### src/rtl/ddr_cmd_arbiter.sv
// Arbitrates the read and write request queues onto one DDR controller app port.
// Each read is one command; each write pushes two 64-bit data beats and then its command.
module ddr_cmd_arbiter #(
  parameter int unsigned MAX_STREAK = 4,
  parameter logic [2:0]  RD_CMD     = 3'b001,
  parameter logic [2:0]  WR_CMD     = 3'b000
) (
  input  logic         clk,
  input  logic         resetn,
  input  logic         init_calib_complete_i,
  input  logic         rd_has_req_i,
  input  logic [26:0]  rd_adx_i,
  output logic         rd_get_o,
  input  logic         wr_has_req_i,
  input  logic [26:0]  wr_adx_i,
  input  logic [127:0] wr_data_i,
  output logic         wr_get_o,
  input  logic         app_rdy_i,
  output logic         app_en_o,
  output logic [2:0]   app_cmd_o,
  output logic [26:0]  app_addr_o,
  input  logic         app_wdf_rdy_i,
  output logic         app_wdf_wren_o,
  output logic [63:0]  app_wdf_data_o,
  output logic         app_wdf_end_o,
  output logic         busy_o,
  output logic [31:0]  rd_issued_o,
  output logic [31:0]  wr_issued_o
);

  typedef enum logic [2:0] {
    IDLE,
    LOAD_RD,
    LOAD_WR,
    RD_ISSUE,
    WR_BEAT1,
    WR_BEAT2,
    WR_ISSUE
  } state_t;

  localparam logic [3:0] STREAK_LIMIT = 4'(MAX_STREAK);
  localparam logic [3:0] STREAK_SAT   = 4'd15;

  state_t        state_q, state_d;
  logic          last_wr_q, last_wr_d;
  logic [3:0]    streak_q, streak_d;
  logic [26:0]   adx_q, adx_d;
  logic [127:0]  data_q, data_d;
  logic [31:0]   rd_cnt_q, rd_cnt_d;
  logic [31:0]   wr_cnt_q, wr_cnt_d;
  logic          grant_wr;

  always_ff @(posedge clk) begin
    if (!resetn) begin
      state_q   <= IDLE;
      last_wr_q <= 1'b0;
      streak_q  <= 4'd0;
      adx_q     <= 27'd0;
      data_q    <= 128'd0;
      rd_cnt_q  <= 32'd0;
      wr_cnt_q  <= 32'd0;
    end else begin
      state_q   <= state_d;
      last_wr_q <= last_wr_d;
      streak_q  <= streak_d;
      adx_q     <= adx_d;
      data_q    <= data_d;
      rd_cnt_q  <= rd_cnt_d;
      wr_cnt_q  <= wr_cnt_d;
    end
  end

  always_comb begin
    state_d        = state_q;
    last_wr_d      = last_wr_q;
    streak_d       = streak_q;
    adx_d          = adx_q;
    data_d         = data_q;
    rd_cnt_d       = rd_cnt_q;
    wr_cnt_d       = wr_cnt_q;
    grant_wr       = 1'b0;
    rd_get_o       = 1'b0;
    wr_get_o       = 1'b0;
    app_en_o       = 1'b0;
    app_cmd_o      = 3'd0;
    app_addr_o     = 27'd0;
    app_wdf_wren_o = 1'b0;
    app_wdf_data_o = 64'd0;
    app_wdf_end_o  = 1'b0;

    case (state_q)
      IDLE: begin
        if (init_calib_complete_i && (rd_has_req_i || wr_has_req_i)) begin
          // Contention: stay with the last type until its streak reaches the limit.
          if (rd_has_req_i && wr_has_req_i) begin
            grant_wr = (streak_q < STREAK_LIMIT) ? last_wr_q : ~last_wr_q;
          end else begin
            grant_wr = wr_has_req_i;
          end

          if (grant_wr) begin
            wr_get_o = 1'b1;
            state_d  = LOAD_WR;
          end else begin
            rd_get_o = 1'b1;
            state_d  = LOAD_RD;
          end

          if (grant_wr == last_wr_q) begin
            streak_d = (streak_q == STREAK_SAT) ? STREAK_SAT : streak_q + 4'd1;
          end else begin
            last_wr_d = grant_wr;
            streak_d  = 4'd1;
          end
        end
      end

      LOAD_RD: begin
        adx_d   = rd_adx_i;
        state_d = RD_ISSUE;
      end

      LOAD_WR: begin
        adx_d   = wr_adx_i;
        data_d  = wr_data_i;
        state_d = WR_BEAT1;
      end

      RD_ISSUE: begin
        app_en_o   = 1'b1;
        app_cmd_o  = RD_CMD;
        app_addr_o = adx_q;
        if (app_rdy_i) begin
          rd_cnt_d = rd_cnt_q + 32'd1;
          state_d  = IDLE;
        end
      end

      WR_BEAT1: begin
        app_wdf_wren_o = 1'b1;
        app_wdf_data_o = data_q[63:0];
        if (app_wdf_rdy_i) begin
          state_d = WR_BEAT2;
        end
      end

      WR_BEAT2: begin
        app_wdf_wren_o = 1'b1;
        app_wdf_data_o = data_q[127:64];
        app_wdf_end_o  = 1'b1;
        if (app_wdf_rdy_i) begin
          state_d = WR_ISSUE;
        end
      end

      WR_ISSUE: begin
        app_en_o   = 1'b1;
        app_cmd_o  = WR_CMD;
        app_addr_o = adx_q;
        if (app_rdy_i) begin
          wr_cnt_d = wr_cnt_q + 32'd1;
          state_d  = IDLE;
        end
      end

      default: begin
        state_d = IDLE;
      end
    endcase
  end

  assign busy_o      = (state_q != IDLE);
  assign rd_issued_o = rd_cnt_q;
  assign wr_issued_o = wr_cnt_q;

endmodule

### config.mk
export PLATFORM = sky130hd
export DESIGN_NAME = ddr_cmd_arbiter
export DESIGN_NICKNAME = d
export VERILOG_FILES = /design/src/rtl/ddr_cmd_arbiter.sv
export SDC_FILE = /design/constraint.sdc
export NUM_CORES = 1
export LEC_CHECK = 0
export BUFFER_PORTS_ARGS = -buffer_cell sky130_fd_sc_hd__buf_2
export CAP_MARGIN = 40
export CORE_ASPECT_RATIO = 0.75
export CORE_UTILIZATION = 30
export DETAILED_ROUTE_END_ITERATION = 10
export GPL_ROUTABILITY_DRIVEN = 0
export PLACE_DENSITY_LB_ADDON = 0.25
export SKIP_CTS_REPAIR_TIMING = 1
export SYNTH_ARGS = -nofsm -noshare
export SYNTH_HDL_FRONTEND = slang
export SYNTH_SLANG_ARGS = --single-unit
export TNS_END_PERCENT = 100
### constraint.sdc
create_clock -name clk -period 3.58 [get_ports clk]
set_input_delay 1.074 -clock clk [delete_from_list [all_inputs] [get_ports clk]]
set_output_delay 1.074 -clock clk [all_outputs]
set_load 0.01 [all_outputs]
; Word level (Yosys, flattened, before mapping)
; Cells that the tools add are included.
[op_classes]
n_eq_ne = 12
n_bitwise = 2
n_reduce_logical = 13
muxes = 25
order_cmp = 1
add_sub_neg = 3
[op_table]
columns = operator, n
row1 = one-hot mux 64 bit (2 select lines), 1
row2 = adder 32 x 1 -> 32 bit (second input constant), 2
row3 = one-hot mux 27 bit (2 select lines), 1
row4 = two-way mux 27 bit, 1
row5 = one-hot mux 3 bit (6 select lines), 1
row6 = two-way mux 1 bit, 14
row7 = two-way mux 3 bit, 4
row8 = == test 3 bit (second input constant), 3
row9 = two-way mux 4 bit, 2
row10 = == test 3 x 2 -> 1 bit (second input constant), 2
row11 = inequality test 2 bit (second input constant), 3
row12 = AND reduction 2 bit, 3
row13 = adder 4 x 1 -> 4 bit (second input constant), 1
row14 = == test 4 bit (second input constant), 1
row15 = < comparator 4 x 3 -> 1 bit (second input constant), 1
row16 = AND reduction 4 bit, 1
row17 = OR reduction 2 bit, 2
row18 = == test 3 x 1 -> 1 bit (second input constant), 1
row19 = logical NOT 3 bit, 1
row20 = AND reduction 3 bit, 1
row21 = nonzero test 3 bit, 1
row22 = logical AND 1 bit, 2
row23 = two-way mux 2 bit, 1
row24 = inequality test 2 x 1 -> 1 bit (second input constant), 1
row25 = other kinds (4), 5
[word_totals]
out_inout_bits = 164
wordCells = 63
register_bits = 227

; Logic depth before layout (Yosys ltp)
; Gate-level depths: netlist of the first run.
[depth]
depth_word = 8
depth_mapped = 8
depth_no_buf = 5

; Least setup slack after synthesis of the first run
; No wires, ideal clock.
[synth_path]
kind = input to output
start = input wr_has_req_i
end = output rd_get_o
arrival_ps = 1722
slack_ps = 784
path_stages = 3
cell_sequence = o21ai_0 > or2_2 > a21oi_1
[synth_between]
elab_chain_len = 7
[synth_lines]
columns = item, line
row1 = "start, declared", 14  ; input logic wr_has_req_i,
row2 = logical AND 1 bit, 95  ; if (rd_has_req_i && wr_has_req_i) begin
row3 = two-way mux 1 bit, 95
row4 = two-way mux 1 bit, 93  ; if (init_calib_complete_i && (rd_has_req_i || wr_has_req_i)) begin
row5 = two-way mux 1 bit, 91  ; case (state_q)
row6 = two-way mux 1 bit, 101  ; if (grant_wr) begin
row7 = two-way mux 1 bit (*), 93
row8 = two-way mux 1 bit (*), 91
row9 = "end, declared", 13  ; output logic rd_get_o,
; Every way passes the cells marked *; elsewhere a longest branch is shown, timed or not. The select of a mux whose other input is x is not followed.

; Worst setup path after layout of the first run
[layout_path]
start = register state_q[1]
end = output app_wdf_data_o[58]
[layout_between]
elab_chain_len = 2
[layout_lines]
columns = item, line
row1 = "start, declared", 44  ; state_t state_q, state_d;
row2 = "start signal, assigned", 63  ; state_q <= state_d;
row3 = == test 3 bit, 91
row4 = one-hot mux 64 bit (2 select lines) (*), 91
row5 = "end, declared", 24  ; output logic [63:0] app_wdf_data_o,
; Every way passes the cells marked *; elsewhere a longest branch is shown, timed or not.

==> impl_metrics.json, run 1 <==
{
  "status": "finished clean",
  "syn_inst": 1334,
  "globalRouteTotalUtil_pct": 18.3,
  "synth_seq_area_share_pct": 43.9,
  "finish.net_count": 1816,
  "die_area_sq_um": 35200,
  "wp_data_required_ns": 2.51,
  "power.static_leakage_nw": 5.43,
  "yosys-top-cells-count": "349 x sky130_fd_sc_hd__nand2_1, 227 x sky130_fd_sc_hd__dfxtp_1, 177 x sky130_fd_sc_hd__a21oi_1, 114 x sky130_fd_sc_hd__nor2_1, 80 x sky130_fd_sc_hd__clkbuf_1",
  "worst_setup_hold_path_clk_slew_ns": 0.06,
  "crit_slowest_cell": "sky130_fd_sc_hd__dfxtp_1",
  "r2r_end": "rd_issued_o[25]$_SDFFE_PN0P_",
  "reg2reg_slack_ns": 0.75,
  "dominant_combinational_cell_family_by_area_after_synthesis": "simple AND/OR/NAND/NOR gates",
  "min_delay_worst_endpoint": "data_q[55]$_SDFFE_PN0P_",
  "clock_tree.buffer_depth": 3,
  "use_met3_pct": 5.53,
  "worst_r2r_startpoint": "state_q[1]$_SDFFE_PN0P_",
  "holdWs_ns": 0.452,
  "holdCritStartpoint": "data_q[55]$_SDFFE_PN0P_",
  "endpoint_kind": "output pin",
  "grt_use_met2_pct": 29.2,
  "layout_min_cycle_time_ns": 3.29,
  "first_global_vias": 9856,
  "fp.coreArea_sq_um": 33700,
  "pin_count_of_the_biggest_net_entering_global_routing": 132,
  "first_iter_violations": 613,
  "timing.setup.tns_ns": 0,
  "syn_area_per_cell_sq_um": 7.75,
  "synth_mux_area_share_pct": 6.68,
  "report.final.slew_viol_count": 0,
  "dieWidth_um": 216,
  "firstDrtPassIters": 5,
  "whs_path_depth": 2,
  "max_slew.worst_pin.slew_ns": 0.662,
  "final-setup-viol-count": 0,
  "synth_most_common_cell": "sky130_fd_sc_hd__nand2_1",
  "port_buffers": 350,
  "gr-usage-met1_pct": 23.7,
  "worst_skew_pair.late_latency_ns": 0.55,
  "max-slew-margin-rel_pct": 55.9,
  "synth_cell_type_count": 49,
  "busiest_layer": "met2",
  "grt-ovfl-total": 0,
  "drt-total-wl_um": 33200,
  "netlist.area_leader.share_pct": 43.9,
  "floorplan.die.height_um": 163,
  "io_pins": 353,
  "clock_sinks": 227,
  "post_route_cells_drive_above_1_share_pct": 25.2,
  "criticalPathCategory": "register to output pin",
  "ys_top_cells_by_area": "sky130_fd_sc_hd__dfxtp_1 44%, sky130_fd_sc_hd__nand2_1 13%, sky130_fd_sc_hd__a21oi_1 8.6%",
  "drt-wirelength-per-cell_um": 15.8,
  "viasPerCell": 4.99,
  "yosys.area_share.adder_pct": 0.363,
  "timing.hold.worst.class": "register to register",
  "starting_density_of_the_core_pct": 30.7,
  "nFillCells": 3580,
  "synth-async-reset-ratio_pct": 0,
  "timing.critical_path.cells": "nand2b_2 > buf_4 > nor2_1 > buf_2",
  "cts.root.buffer_cell": "sky130_fd_sc_hd__clkbuf_16",
  "final_antenna_net_count": 0,
  "tritoncts": "built",
  "crit_path_max_fanout": 41,
  "grt_first_pass_wirelength_um": 52800,
  "fp-row-count": 58,
  "post_synth_xor_xnor_area_pct": 1.61,
  "routed-via-count": 10500,
  "timing.fmax_mhz": 304,
  "fin_worst_skew_ns": 0.0237,
  "mappedNetlistArea_sq_um": 10300,
  "area_delta_synth_final_pct": 28.1,
  "critPathMaxStageDelay_ns": 0.69,
  "max-vdd-ir-drop_mv": 0.275,
  "synth-edff-count": 0,
  "critical_path_data_arrival_time_ns": 2.22,
  "synth_warnings": 0,
  "synth-seq-cells": 227,
  "grt_antenna_before_repair": 6,
  "drcViolationCount": 0,
  "synthSimpleGateAreaFrac_pct": 28.0,
  "max_cap_violation_count": 0,
  "cts-buffers-inserted": 26,
  "leading_area_contributor_after_synthesis": "sky130_fd_sc_hd__dfxtp_1",
  "start_kind": "register",
  "rsz0062_at_grt": "false",
  "final_hold_viol_count": 0,
  "r2r.worst_path.cells": 5,
  "yosys_most_used_dff": "sky130_fd_sc_hd__dfxtp_1",
  "period_utilization_post_route_pct": 92.0,
  "synth_compound_area_share_pct": 14.9,
  "place_hpwl_um": 22600,
  "cts.htree.levels": 1,
  "power.density_nw_per_um2": 511
}
worst max path at each step:
stage | startpoint | to | slack, ns | cells past startpoint
6_report | state_q[1]$_SDFFE_PN0P_ | app_wdf_data_o[58] | 0.29 | 4
5_1_grt | state_q[1]$_SDFFE_PN0P_ | app_wdf_data_o[59] | 0.17 | 4
4_1_cts | state_q[1]$_SDFFE_PN0P_ | app_wdf_data_o[58] | 0.22 | 4
3_5_place_dp | wr_has_req_i | wr_get_o | 0.46 | 6
3_3_place_gp | wr_has_req_i | wr_get_o | 0.50 | 6
2_1_floorplan | wr_has_req_i | rd_get_o | 0.78 | 3
layer usage:
metal  part of all wire (%)  up-vias
li1                       -     5199
met1                     45     4857
met2                     44      344
met3                    8.2       54
met4                    2.5        4
met5                  0.081        -
area by class of cell:
type	count	area [sq um]	share of cell area (%)
multi-input cells	994	5350	40.4
repair buffers	367	1930	14.6
well taps	450	563	4.25
clock buffers	43	774	5.85
clock inverters	4	36.3	0.274
flip-flops and latches	227	4550	34.3
inverters	8	35.0	0.264
diodes	4	10.0	0.0756
cell usage in the layout (no fill, tap or decap), types with 23 or more instances in the layout:
cell,n
sky130_fd_sc_hd__dfxtp_1,226
sky130_fd_sc_hd__a311oi_1,27
sky130_fd_sc_hd__a21oi_1,177
sky130_fd_sc_hd__o31ai_1,25
sky130_fd_sc_hd__nand2_1,349
sky130_fd_sc_hd__or4_1,27
sky130_fd_sc_hd__mux2i_1,69
sky130_fd_sc_hd__buf_2,350
sky130_fd_sc_hd__and3_1,36
sky130_fd_sc_hd__nand3_1,23
sky130_fd_sc_hd__clkbuf_16,26
sky130_fd_sc_hd__nor2_1,113
sequential cells by signal, indices dropped and copies added, names as in the netlist:
name         flops
wr_issued_o     32
data_q         128
streak_q         4
rd_issued_o     32
adx_q           27
state_q          3
last_wr_q        1
where the power goes:
part / switching (mW) / internal [mW]
logic: 0.805 / 0.484
clock network: 1.08 / 1.47
registers: 0.158 / 2.77
worst max-delay path, delay by kind of cell, from the launching register on:
kind                   cells  cell delay (ns)
flip-flops                 1             0.69
buffers and inverters      2             0.60
AND/OR/NAND/NOR            2             0.37
logic make-up after synthesis:
logic type	after synthesis
and+or+nand+nor	636
xor gates and xnor gates	19
muxes	69
adders and majority gates	3
AOI/OAI and AO/OA	265
buffers and inverters	114
DFF	227
other	1
through the flow:
stage               setup slack [ns]  area, sq um  power, mW  util, %  std cells
floorplan                      0.784        10300       3.85        -       1335
global placement               0.500        12400       4.26     36.8       2046
detailed placement             0.458        12400       4.29     36.8       2046
CTS                            0.223        13200       6.89     39.2       2093
global route                   0.168        13200       7.16     39.2       2095
finish                         0.287        13200       6.77     39.3       2097
Note: power is estimated with default switching activity, not from simulation.
==> inputs of run 2 (changes only) <==
--- a/config.mk
+++ b/config.mk
@@ -5,6 +5,7 @@
 export SDC_FILE = /design/constraint.sdc
 export NUM_CORES = 1
 export LEC_CHECK = 0
+export ABC_CLOCK_PERIOD_IN_PS = 3700
 export BUFFER_PORTS_ARGS = -buffer_cell sky130_fd_sc_hd__buf_2
 export CAP_MARGIN = 40
 export CORE_ASPECT_RATIO = 0.75
==> constraint.sdc (replaced) <==
create_clock -name clk -period 3.7 [get_ports clk]
set_input_delay 1.11 -clock clk [delete_from_list [all_inputs] [get_ports clk]]
set_output_delay 1.11 -clock clk [all_outputs]
set_load 0.01 [all_outputs]
==> impl_metrics.json, run 2 (synthesis gave the netlist of run 1 again) <==
{
  "status": "finished clean",
  "grt_antenna_before_repair": 6,
  "worstSetupPathDepth": 4,
  "grt_first_pass_wirelength_um": 52000,
  "final-setup-viol-count": 0,
  "fp-row-count": 58,
  "grt-ovfl-total": 0,
  "tritoncts": "built",
  "critPathMaxStageDelay_ns": 0.66,
  "cts.htree.levels": 1,
  "die_area_sq_um": 35200,
  "clock_tree.buffer_depth": 3,
  "area_delta_synth_final_pct": 28.3,
  "floorplan.die.height_um": 163,
  "largest_register_ff_count": 128,
  "most_common_library_cell_in_the_layout_ignoring_fill_and_taps": "sky130_fd_sc_hd__buf_2",
  "rsz0062_at_grt": "false",
  "first_iter_violations": 602,
  "post_route_cells_drive_above_1_share_pct": 25.3,
  "timing.setup.tns_ns": 0,
  "endpoint_kind": "output pin",
  "whs_path_depth": 2,
  "start_kind": "register",
  "routed-via-count": 10300,
  "layout_min_cycle_time_ns": 3.28,
  "starting_density_of_the_core_pct": 30.7,
  "reg2reg_slack_ns": 0.88,
  "worst_setup_hold_path_clk_slew_ns": 0.07,
  "max-slew-margin-rel_pct": 43.8,
  "report.final.slew_viol_count": 0,
  "cts.root.buffer_cell": "sky130_fd_sc_hd__clkbuf_16",
  "finish.net_count": 1814,
  "top_register": "data_q",
  "final_hold_viol_count": 0,
  "viasPerCell": 4.94,
  "worstSetupEndpoint": "app_wdf_data_o[3]",
  "first_global_vias": 9762,
  "timing.fmax_mhz": 305,
  "final_core_util_pct": 39.3,
  "port_buffers": 350,
  "fp.coreArea_sq_um": 33700,
  "crit_path_max_fanout": 40,
  "power.static_leakage_nw": 5.45,
  "cts-buffers-inserted": 26,
  "drt-wirelength-per-cell_um": 15.7,
  "globalRouteTotalUtil_pct": 18.0,
  "timing.hold.worst.class": "register to register",
  "drcViolationCount": 0,
  "path_delay_family": "flip-flops",
  "fin_worst_skew_ns": 0.0186,
  "crit_path_start": "state_q[1]$_SDFFE_PN0P_",
  "firstDrtPassIters": 5,
  "clock_sinks": 227,
  "place_hpwl_um": 22200,
  "max_cap_violation_count": 0,
  "period_utilization_post_route_pct": 88.7,
  "max_slew.worst_pin.slew_ns": 0.844,
  "mostFrequentLayoutCells": "350 x sky130_fd_sc_hd__buf_2, 349 x sky130_fd_sc_hd__nand2_1, 226 x sky130_fd_sc_hd__dfxtp_1",
  "critical_path_data_arrival_time_ns": 2.17,
  "r2r_end": "rd_issued_o[29]$_SDFFE_PN0P_",
  "power.density_nw_per_um2": 499,
  "wp_data_required_ns": 2.59,
  "criticalPathCategory": "register to output pin",
  "final_antenna_net_count": 0,
  "crit_slowest_cell": "sky130_fd_sc_hd__dfxtp_1",
  "timing.critical_path.cells": "nand2b_2 > buf_4 > nor2_1 > buf_2",
  "crit_buf_inv": 2,
  "r2r.worst_path.cells": 5,
  "pin_count_of_the_biggest_net_entering_global_routing": 142,
  "max-vdd-ir-drop_mv": 0.373,
  "holdCritStartpoint": "data_q[15]$_SDFFE_PN0P_",
  "worst_skew_pair.late_latency_ns": 0.54,
  "drt-total-wl_um": 32900,
  "worst_r2r_startpoint": "state_q[1]$_SDFFE_PN0P_",
  "io_pins": 353,
  "dieWidth_um": 216
}
==> run 2: cell count changes in the layout (fill, tap and decap cells not counted) <==
cell | previous run | this run
sky130_fd_sc_hd__clkbuf_1 | 11 | 6
sky130_fd_sc_hd__buf_4 | 13 | 10
sky130_fd_sc_hd__buf_12 | 4 | 5
sky130_fd_sc_hd__bufinv_16 | 0 | 1
sky130_fd_sc_hd__clkbuf_8 | 6 | 7
sky130_fd_sc_hd__clkinvlp_4 | 2 | 1
sky130_fd_sc_hd__diode_2 | 4 | 3
sky130_fd_sc_hd__inv_6 | 1 | 2
==> run 2: through the flow <==
| stage | worst slack (ns) | total power, mW | cells | area (sq um) | hold slack [ns] |
|---|---|---|---|---|---|
| final | 0.418 | 6.62 | 2091 | 13300 | 0.450 |
| after global routing | 0.225 | 7.00 | 2090 | 13300 | 0.469 |
| after CTS | 0.350 | 6.71 | 2088 | 13300 | 0.454 |
| after detailed placement | 0.499 | 4.15 | 2044 | 12400 | 0.446 |
| after global placement | 0.535 | 4.12 | 2044 | 12400 | 0.441 |
| after floorplan | 0.832 | 3.72 | 1335 | 10300 | 0.436 |
==> run 2: how the worst min path moves through the flow <==
stage,end,slack (ns)
4_1_cts,data_q[19]$_SDFFE_PN0P_,0.45
3_5_place_dp,data_q[19]$_SDFFE_PN0P_,0.45
2_1_floorplan,data_q[0]$_SDFFE_PN0P_,0.44
6_report,data_q[15]$_SDFFE_PN0P_,0.45
3_3_place_gp,data_q[21]$_SDFFE_PN0P_,0.44
5_1_grt,data_q[100]$_SDFFE_PN0P_,0.47
==> run 2: worst min-delay path, stage by stage, from the launching register on <==
cell and delay, ns:
sky130_fd_sc_hd__dfxtp_1 0.30, sky130_fd_sc_hd__nand2_1 0.05, sky130_fd_sc_hd__a21oi_1 0.05
==> run 2: cell type report <==
type	instances	area, sq um
clock buffer	39	769
sequential	227	4550
multi-input combinational	994	5350
antenna	3	7.51
timing repair buffer	365	1930
inverter	8	35.0
tap	450	563
fill	3544	20500
clock inverter	5	67.6
==> run 2: power by group <==
part           switching [mW]  total (mW)  internal [mW]
clock                    1.04        2.54           1.50
combinational           0.779        1.25          0.469
sequential              0.153        2.84           2.68
==> run 2: metal layers <==
layer	vias up	share of wire, %	GRT usage (%)
met3	47	7.5	5.49
met5	-	0.040	0
met4	2	2.4	5.03
met1	4774	46	23.6
li1	5194	-	-
met2	304	44	28.6
